File: config.mk
export PLATFORM = sky130hd
export DESIGN_NAME = multicycle_control
export DESIGN_NICKNAME = d
export VERILOG_FILES = /design/src/rtl/multicycle_control_pkg.sv /design/src/rtl/multicycle_control_aludecoder.sv /design/src/rtl/multicycle_control.sv
export SDC_FILE = /design/constraint.sdc
export NUM_CORES = 1
export LEC_CHECK = 0
export BUFFER_PORTS_ARGS = -buffer_cell sky130_fd_sc_hd__buf_4
export CAP_MARGIN = 5
export CORE_MARGIN = 2
export CORE_UTILIZATION = 31
export DETAILED_ROUTE_END_ITERATION = 8
export SETUP_SLACK_MARGIN = 0.2
export SLEW_MARGIN = 40
export SYNTH_ARGS = -nofsm -noshare
export SYNTH_HDL_FRONTEND = slang
export SYNTH_SLANG_ARGS = --single-unit
File: constraint.sdc
create_clock -name clk -period 3.3 [get_ports clk]
set_clock_uncertainty 0.2 [all_clocks]
set_input_delay 0.33 -clock clk [delete_from_list [all_inputs] [get_ports clk]]
set_output_delay 0.33 -clock clk [all_outputs]
set_load 0.005 [all_outputs]
File: src/rtl/multicycle_control_pkg.sv
// Shared types for the multicycle MIPS-style controller: state encodings, opcodes, ALUOp/ALUControl codes, control word.
// Latency: n/a (types, constants and one pure decode function only).
// Backpressure: n/a.
package multicycle_control_pkg;

   // FSM state encodings; the numeric values are visible on the State debug port
   typedef enum logic [3:0] {
      S_FETCH    = 4'd0,
      S_DECODE   = 4'd1,
      S_MEMADR   = 4'd2,
      S_MEMREAD  = 4'd3,
      S_MEMWB    = 4'd4,
      S_MEMWRITE = 4'd5,
      S_EXECUTE  = 4'd6,
      S_ALUWB    = 4'd7,
      S_BRANCH   = 4'd8,
      S_ADDIEX   = 4'd9,
      S_ADDIWB   = 4'd10,
      S_JUMP     = 4'd11,
      S_TRAP     = 4'd12
   } state_t;

   // Instruction opcodes recognised in DECODE
   localparam logic [5:0] OP_RTYPE = 6'b000000;
   localparam logic [5:0] OP_LW    = 6'b100011;
   localparam logic [5:0] OP_SW    = 6'b101011;
   localparam logic [5:0] OP_BEQ   = 6'b000100;
   localparam logic [5:0] OP_ADDI  = 6'b001000;
   localparam logic [5:0] OP_J     = 6'b000010;

   // ALUOp codes passed from the FSM to the ALU decoder
   localparam logic [1:0] ALUOP_ADD   = 2'b00;
   localparam logic [1:0] ALUOP_SUB   = 2'b01;
   localparam logic [1:0] ALUOP_FUNCT = 2'b10;
   localparam logic [1:0] ALUOP_RSVD  = 2'b11;

   // R-type function fields with a dedicated ALU operation
   localparam logic [5:0] FN_ADD   = 6'b100000;
   localparam logic [5:0] FN_SUB   = 6'b100010;
   localparam logic [5:0] FN_SLT   = 6'b101010;
   localparam logic [5:0] FN_SPEC2 = 6'b011100;

   // ALUControl encodings
   localparam logic [2:0] ALUCTL_ADD   = 3'b010;
   localparam logic [2:0] ALUCTL_SUB   = 3'b100;
   localparam logic [2:0] ALUCTL_SLT   = 3'b110;
   localparam logic [2:0] ALUCTL_SPEC2 = 3'b101;

   // Registered per-state control word. The *_on_rdy bits are later ANDed
   // with MemReady; mem_wait marks the states that wait on memory.
   typedef struct packed {
      logic       iord;
      logic       irwrite_on_rdy;
      logic       memwrite;
      logic       regdst;
      logic       memtoreg;
      logic       regwrite;
      logic       alusrca;
      logic [1:0] alusrcb;
      logic [1:0] pcsrc;
      logic       pcwrite;
      logic       pcwrite_on_rdy;
      logic       branch;
      logic [1:0] aluop;
      logic       mem_wait;
   } ctrl_t;

   // Moore decode of one state into its control word; anything not set is 0
   function automatic ctrl_t state_ctrl(input state_t s);
      ctrl_t c;
      c = '0;
      case (s)
         S_FETCH: begin
            c.alusrcb        = 2'b01;
            c.aluop          = ALUOP_ADD;
            c.irwrite_on_rdy = 1'b1;
            c.pcwrite_on_rdy = 1'b1;
            c.mem_wait       = 1'b1;
         end
         S_DECODE: begin
            c.alusrcb = 2'b11;
            c.aluop   = ALUOP_ADD;
         end
         S_MEMADR: begin
            c.alusrca = 1'b1;
            c.alusrcb = 2'b10;
            c.aluop   = ALUOP_ADD;
         end
         S_MEMREAD: begin
            c.iord     = 1'b1;
            c.mem_wait = 1'b1;
         end
         S_MEMWB: begin
            c.memtoreg = 1'b1;
            c.regwrite = 1'b1;
         end
         S_MEMWRITE: begin
            c.iord     = 1'b1;
            c.memwrite = 1'b1;
            c.mem_wait = 1'b1;
         end
         S_EXECUTE: begin
            c.alusrca = 1'b1;
            c.aluop   = ALUOP_FUNCT;
         end
         S_ALUWB: begin
            c.regdst   = 1'b1;
            c.regwrite = 1'b1;
         end
         S_BRANCH: begin
            c.alusrca = 1'b1;
            c.aluop   = ALUOP_SUB;
            c.pcsrc   = 2'b01;
            c.branch  = 1'b1;
         end
         S_ADDIEX: begin
            c.alusrca = 1'b1;
            c.alusrcb = 2'b10;
            c.aluop   = ALUOP_ADD;
         end
         S_ADDIWB: begin
            c.regwrite = 1'b1;
         end
         S_JUMP: begin
            c.pcsrc   = 2'b10;
            c.pcwrite = 1'b1;
         end
         default: c = '0;   // TRAP and unused encodings drive nothing
      endcase
      return c;
   endfunction

endpackage

File: src/rtl/multicycle_control_aludecoder.sv
// ALU decoder: maps ALUOp and the R-type function field to the ALU operation code.
// Latency: purely combinational, zero cycles.
// Backpressure: none.
module ALUDecoder
   import multicycle_control_pkg::*;
(
   input  logic [1:0] i_aluop,
   input  logic [5:0] i_funct,
   output logic [2:0] o_alucontrol
);

   // Select the ALU operation; unknown function fields and the reserved ALUOp fall back to add
   always_comb begin
      o_alucontrol = ALUCTL_ADD;
      case (i_aluop)
         ALUOP_ADD: o_alucontrol = ALUCTL_ADD;
         ALUOP_SUB: o_alucontrol = ALUCTL_SUB;
         ALUOP_FUNCT: begin
            case (i_funct)
               FN_ADD:   o_alucontrol = ALUCTL_ADD;
               FN_SUB:   o_alucontrol = ALUCTL_SUB;
               FN_SLT:   o_alucontrol = ALUCTL_SLT;
               FN_SPEC2: o_alucontrol = ALUCTL_SPEC2;
               default:  o_alucontrol = ALUCTL_ADD;
            endcase
         end
         ALUOP_RSVD: o_alucontrol = ALUCTL_ADD;
         default:    o_alucontrol = ALUCTL_ADD;
      endcase
   end

endmodule

File: src/rtl/multicycle_control.sv
// Multicycle CPU control FSM with memory-wait counter/timeout; optional illegal-opcode trap via ILLEGAL_OP_TRAP_EN.
// Latency: one state per clock; outputs are registered with the state, except MemReady-gated writes, PCEn and ALUControl.
// Backpressure: FETCH, MEMREAD and MEMWRITE hold until MemReady; MemTimeout only flags a long wait, it never forces a transition.
module multicycle_control
   import multicycle_control_pkg::*;
#(
   parameter int MEM_WAIT_MAX = 15
) (
   input  logic       clk,
   input  logic       reset,
   input  logic [5:0] Op,
   input  logic [5:0] Funct,
   input  logic       Zero,
   input  logic       MemReady,
   output logic       IorD,
   output logic       IRWrite,
   output logic       MemWrite,
   output logic       RegDst,
   output logic       MemtoReg,
   output logic       RegWrite,
   output logic       ALUSrcA,
   output logic [1:0] ALUSrcB,
   output logic [1:0] PCSrc,
   output logic       PCEn,
   output logic [2:0] ALUControl,
   output logic       MemTimeout,
   output logic [3:0] State
);

   localparam logic [7:0] WAIT_MAX = 8'(MEM_WAIT_MAX);

   state_t     r_state;
   ctrl_t      r_ctrl;
   logic [7:0] r_wait_cnt;

   state_t     w_next;
   logic [7:0] w_wait_cnt_nxt;
   logic       w_waiting;
   logic       w_pcwrite;

   // Next-state selection; MemReady is only consulted in the memory-wait states
   always_comb begin
      w_next = r_state;
      case (r_state)
         S_FETCH:    if (MemReady) w_next = S_DECODE;
         S_DECODE: begin
            case (Op)
               OP_LW, OP_SW: w_next = S_MEMADR;
               OP_RTYPE:     w_next = S_EXECUTE;
               OP_BEQ:       w_next = S_BRANCH;
               OP_ADDI:      w_next = S_ADDIEX;
               OP_J:         w_next = S_JUMP;
`ifdef ILLEGAL_OP_TRAP_EN
               default:      w_next = S_TRAP;
`else
               default:      w_next = S_FETCH;   // unknown opcode retires as a NOP
`endif
            endcase
         end
         S_MEMADR: begin
            if (Op == OP_LW)      w_next = S_MEMREAD;
            else if (Op == OP_SW) w_next = S_MEMWRITE;
            else                  w_next = S_FETCH;   // opcode changed under us: abandon
         end
         S_MEMREAD:  if (MemReady) w_next = S_MEMWB;
         S_MEMWRITE: if (MemReady) w_next = S_FETCH;
         S_EXECUTE:  w_next = S_ALUWB;
         S_ADDIEX:   w_next = S_ADDIWB;
`ifdef ILLEGAL_OP_TRAP_EN
         S_TRAP:     w_next = S_TRAP;    // only reset leaves the trap
`else
         S_TRAP:     w_next = S_FETCH;
`endif
         default:    w_next = S_FETCH;   // write-back, branch, jump and unused encodings
      endcase
   end

   // Wait counter: counts stalled cycles in a memory state, saturates, and is
   // zero on every entry because any cycle that is not a stall reloads it with 0
   always_comb begin
      w_waiting      = r_ctrl.mem_wait & ~MemReady;
      w_wait_cnt_nxt = 8'd0;
      if (w_waiting) begin
         w_wait_cnt_nxt = (r_wait_cnt >= WAIT_MAX) ? WAIT_MAX : (r_wait_cnt + 8'd1);
      end
   end

   // State, registered control word and wait counter; reset lands in FETCH with FETCH controls
   always_ff @(posedge clk or posedge reset) begin
      if (reset) begin
         r_state    <= S_FETCH;
         r_ctrl     <= state_ctrl(S_FETCH);
         r_wait_cnt <= 8'd0;
      end else begin
         r_state    <= w_next;
         r_ctrl     <= state_ctrl(w_next);
         r_wait_cnt <= w_wait_cnt_nxt;
      end
   end

   ALUDecoder u_aludec (
      .i_aluop      (r_ctrl.aluop),
      .i_funct      (Funct),
      .o_alucontrol (ALUControl)
   );

   assign w_pcwrite  = r_ctrl.pcwrite | (r_ctrl.pcwrite_on_rdy & MemReady);

   assign IorD       = r_ctrl.iord;
   assign IRWrite    = r_ctrl.irwrite_on_rdy & MemReady;
   assign MemWrite   = r_ctrl.memwrite;
   assign RegDst     = r_ctrl.regdst;
   assign MemtoReg   = r_ctrl.memtoreg;
   assign RegWrite   = r_ctrl.regwrite;
   assign ALUSrcA    = r_ctrl.alusrca;
   assign ALUSrcB    = r_ctrl.alusrcb;
   assign PCSrc      = r_ctrl.pcsrc;
   assign PCEn       = w_pcwrite | (r_ctrl.branch & Zero);
   assign MemTimeout = w_waiting & (r_wait_cnt == WAIT_MAX);
   assign State      = r_state;

endmodule

### After elaboration in Yosys (flattened, before gate mapping)

Cells that the tools add are included.
Widths: inputs -> output; s select.

| storage, ports and cells | value |
|---|---|
| register bits | 28 |
| output and inout port bits | 20 |
| word-level logic and storage cells | 88 |

| operators by class | value |
|---|---|
| add/sub/neg operators | 1 |
| order comparisons | 1 |
| equality and inequality tests | 29 |
| mux-type cells | 24 |
| bitwise gates (word level) | 7 |
| reduce and logical (&&, ||, !) cells | 11 |

Operators with widths:

| kind | count |
|---|---|
| $pmux 4 s7 | 1 |
| $eq 4x3->1 const B | 6 |
| $eq 6x6->1 const B | 4 |
| $eq 4x4->1 const B | 5 |
| $pmux 4 s5 | 1 |
| $pmux 3 s3 | 2 |
| $eq 4x2->1 const B | 4 |
| $mux 8 | 2 |
| $mux 4 | 3 |
| $mux 1 | 10 |
| $add 8x1->8 const B | 1 |
| $eq 4x1->1 const B | 2 |
| $eq 8x4->1 const B | 1 |
| $ge 8x4->1 const B | 1 |
| $logic_not 4->1 | 2 |
| $pmux 2 s2 | 2 |
| $reduce_or 2->1 | 4 |
| $eq 6x2->1 const B | 1 |
| $eq 6x3->1 const B | 1 |
| $eq 6x4->1 const B | 1 |
| $eq 6x5->1 const B | 1 |
| $logic_not 6->1 | 1 |
| $mux 3 | 2 |
| $pmux 2 s3 | 1 |
| other kinds (8) | 14 |

### Longest topological paths before layout

| depth | value |
|---|---|
| word-level depth | 7 |
| depth in mapped cells | 8 |
| mapped depth without buffers | 7 |

### Cells and area by module

Synthesis repeated with hierarchy kept, for this count alone.

| second synthesis, totals | value |
|---|---|
| cells, all modules | 140 |
| area, all modules | 1445.1 um2 |

By module, submodules not included:

| module | instances | cells each | area each (um2) |
|---|---|---|---|
| multicycle_control | 1 | 126 | 1326.3 |
| ALUDecoder | 1 | 14 | 118.9 |

### Worst setup path after synthesis

Ideal clock, no wire load.

| path | value |
|---|---|
| path kind | reg2reg |
| from | register r_state[1], in the netlist State[1] |
| to | register r_ctrl[0] (netlist name) |
| setup time | 61 ps |
| arrival time | 2227 ps |
| setup slack | 812 ps |
| stages on the path, launching flop included | 8 |
| path buffers | 1 |
| path through | dfrtp_1 buf_6 or4b_1 or4_4 or3_4 o21bai_4 and3_4 a31o_1 |

| on the way | value |
|---|---|
| cells in the longest elaborated chain, start to end | 5 |

Ends and longest elaborated chain:

| element | RTL line | text |
|---|---|---|
| start, declared | multicycle_control.sv:32 | `state_t r_state;` |
| start signal, assigned | multicycle_control.sv:95 | `r_state <= w_next;` |
| $eq 4x4->1, or another cell as far along | multicycle_control.sv:44 | `case (r_state)` |
| $pmux 4 s7 (*) | multicycle_control.sv:44 |  |
| net w_next[2] | multicycle_control.sv:36 | `state_t w_next;` |
| $eq 4x3->1, or another cell as far along | multicycle_control_pkg.sv:72 | `case (s)` |
| $reduce_or 3->1 (no source line) (*) | -- |  |
| $mux 1 (*) | multicycle_control_pkg.sv:72 |  |
| end signal, assigned | multicycle_control.sv:92 | `r_ctrl <= state_ctrl(S_FETCH);` |
| end signal, assigned | multicycle_control.sv:96 | `r_ctrl <= state_ctrl(w_next);` |
| end, declared | multicycle_control.sv:33 | `ctrl_t r_ctrl;` |

The timed path passes the listed nets; every way through them passes the cells marked *.

### Final worst setup path

Same ends and word-level chain as after synthesis.

==> metrics.txt <==
status completed; Sw Pwr 0.000262 W; number of synthesized flops with an enable pin 0; Clock Sinks 26; Ports 36; Die Span Y around 70 microns; commonest non-fill, non-tap cells in the layout 35 x buf_4, 23 x dfrtp_1, 13 x nor2_1; global-route wire length before repair approximately 4700 microns; Crit Path Category flip-flop to flip-flop; Mapped Cells between 100 and 150; vias per cell 5.01; syn_area_per_cell 10.3 sq um; largest net degree at the start of global routing 27; Die X-Extent 70.3 microns; drt pass-1 iters 4; Slew Limit Fails 0; max-capacitance violation count 0; CP Max Fanout 10; synth warn 0; Worst Tran Pin Value between 0.5 and 0.6 ns; Sequential Power Share 47.9%; clock share of power between 20% and 30%; post-synthesis async set-or-reset flop share 100%; Comb power frac 29.2%; WP data arrival 2.58 ns; Setup crit end kind flip-flop; cell-internal power 0.000627 W; Worst-path clk slew 0.09 ns; Yosys reg bits 26; Via Count 1103; # fillers 436; Routed WL 2780 microns; H-tree Lvls 1; CTS root buf clkbuf_8; DRC viols 0; initial core utilization 31.7%; gr usage total 12.1%; Post-CTS Resized 0; vias in the first global route 1072; HP Class input port to flip-flop; cell area after synthesis 1360 sq um; core area 4290 sq um; initial antenna violation count 0; grt ovf 0; synth-to-layout area growth 25.3%; CTS tree built; Leak around 0.8 nW; WL/cell around 13 microns; Slowest cell on crit path or4b_1; CTS Buffer Depth 2; layout cells sized above 1 ~33%; Slew headroom 64.6%; Post CTS Setup Buffer Count 0; pwr dens 521 nW/um^2; Ant. Diodes 0; top_reg_cell synth dfrtp_1; NumNets Final 188; startpoint types flip-flop; max incr delay on CP 0.57 ns; Hold Vio Cnt, Final 0; fmax 390 MHz; Largest delay share family, worst path simple AND/OR/NAND/NOR gates; Die ar. 4940 sq um; count of final setup violators 0; initial drt markers 30; post-layout min period 2.56 ns; setup TNS 0 ns; period utilisation layout 77.7%; switch share 29.5%; Seq/Total Area, Yosys 48.1%; synth unique cells slightly below 50; Detail Route Antenna Nets 0; HPWL Detailed 2220 microns; GP Congestion slightly above 0.9; clk_lat worst skew 0.26 ns; most common cell after layout, fill and taps aside buf_4; row count 24; worst vdd ir roughly 0.21 mV; cts bufs inserted 3; RSZ-0062 raised after global routing false; final hold slack roughly 0.084 ns; crit-path cells or4b_1 > or4_4 > or3_4 > o21bai_4 > and3_4 > a31o_1; number of buffers added on ports 35; CP required 3.31 ns; Buf+Inv Stages, Crit Path 0
cell usage after synthesis (2+ instances only):
cell type | count | area, sq um
nand4b_1 | 3 | 26.3
a21oi_1 | 6 | 30.0
nor2_1 | 13 | 48.8
dfstp_2 | 3 | 78.8
o31ai_1 | 2 | 15.0
inv_1 | 9 | 33.8
nand3_1 | 4 | 20.0
buf_4 | 5 | 37.5
nor3_1 | 2 | 10.0
buf_6 | 2 | 22.5
and2_1 | 3 | 18.8
nand2b_1 | 3 | 18.8
o21ai_0 | 4 | 20.0
nor2b_1 | 4 | 25.0
ha_1 | 3 | 37.5
xor2_1 | 3 | 26.3
nand2_1 | 7 | 26.3
dfrtp_1 | 23 | 576
o21bai_1 | 2 | 15.0
or3_1 | 2 | 12.5
power by group through the flow:
stage	clock network [W]	logic, W	registers (W)
finish	0.000204	0.000260	0.000425
global route	0.000221	0.000290	0.000432
CTS	0.000208	0.000264	0.000426
detailed placement	0	0.000261	0.000432
global placement	0	0.000258	0.000426
floorplan	0	0.000179	0.000419
final cells by class:
class                           instances  area (sq um)  area share [%]
Inverter                                9          33.8            1.98
Clock buffer                            4          55.1            3.23
Tap cell                               52          65.1            3.82
Timing Repair Buffer                   36           273            16.0
Sequential cell                        26           654            38.4
Multi-Input combinational cell         93           624            36.6
flip-flops by register name, summed over array words and instances (netlist names):
register and cells:
RegWrite 1, ALUSrcB 2, State 4, MemWrite 1, r_wait_cnt 8, MemtoReg 1, ALUSrcA 1, PCSrc 1
RegDst 1, IorD 1, r_ctrl 5
worst register-to-register path, stage by stage (launching register included):
cell and delay [ns]:
dfrtp_1 0.49, or4b_1 0.57, or4_4 0.44, or3_4 0.37, o21bai_4 0.15, and3_4 0.20, a31o_1 0.10
per-layer routing:
layer	up-vias	part of all wire [%]	GRT usage [%]
met3	0	5.0	2.60
met2	31	51	20.2
met1	543	44	14.8
met4	0	0	5.56
li1	529	-	-
met5	-	0	0
timing repair:
action	CTS	global route
hold endpoints to repair	23	0
endpoints found under the setup margin	0	0
hold buffers	1	0
metrics by stage:
step / cells / instance area [sq um] / setup slack, ns / util (%) / power [W]
global route: 220 / 1710 / 0.660 / 39.7 / 0.000943
global placement: 215 / 1640 / 0.791 / 38.2 / 0.000684
detailed placement: 215 / 1640 / 0.760 / 38.2 / 0.000694
finish: 220 / 1710 / 0.735 / 39.7 / 0.000889
floorplan: 135 / 1370 / 0.812 / - / 0.000598
CTS: 220 / 1710 / 0.739 / 39.7 / 0.000897
worst paths after layout:
| kind | cells past startpoint | from | slack, ns | endpoint |
|---|---|---|---|---|
| max | 6 | State[1] | 0.74 | r_ctrl[0] |
| min | 2 | Op[2] | 0.08 | r_ctrl[2] |
| max reg2reg | 6 | State[1] | 0.74 | r_ctrl[0] |
| min reg2reg | 1 | r_wait_cnt[0] | 0.29 | r_wait_cnt[0] |
| max in group asynchronous | 3 | reset | 2.08 | r_ctrl[0] |
| min in group asynchronous | 3 | reset | 0.46 | State[2] |
logic make-up (layout without fill, tap and decap cells):
logic type,after synthesis,after routing,synth area share (%)
compound gates,26,26,14.3
fa+ha+maj,3,3,2.76
xor+xnor,4,4,2.57
buf+inv,16,49,6.89
simple gates,56,56,25.1
other cells,1,4,0.275
flops,26,26,48.1
(Power assumes the default switching activity.)
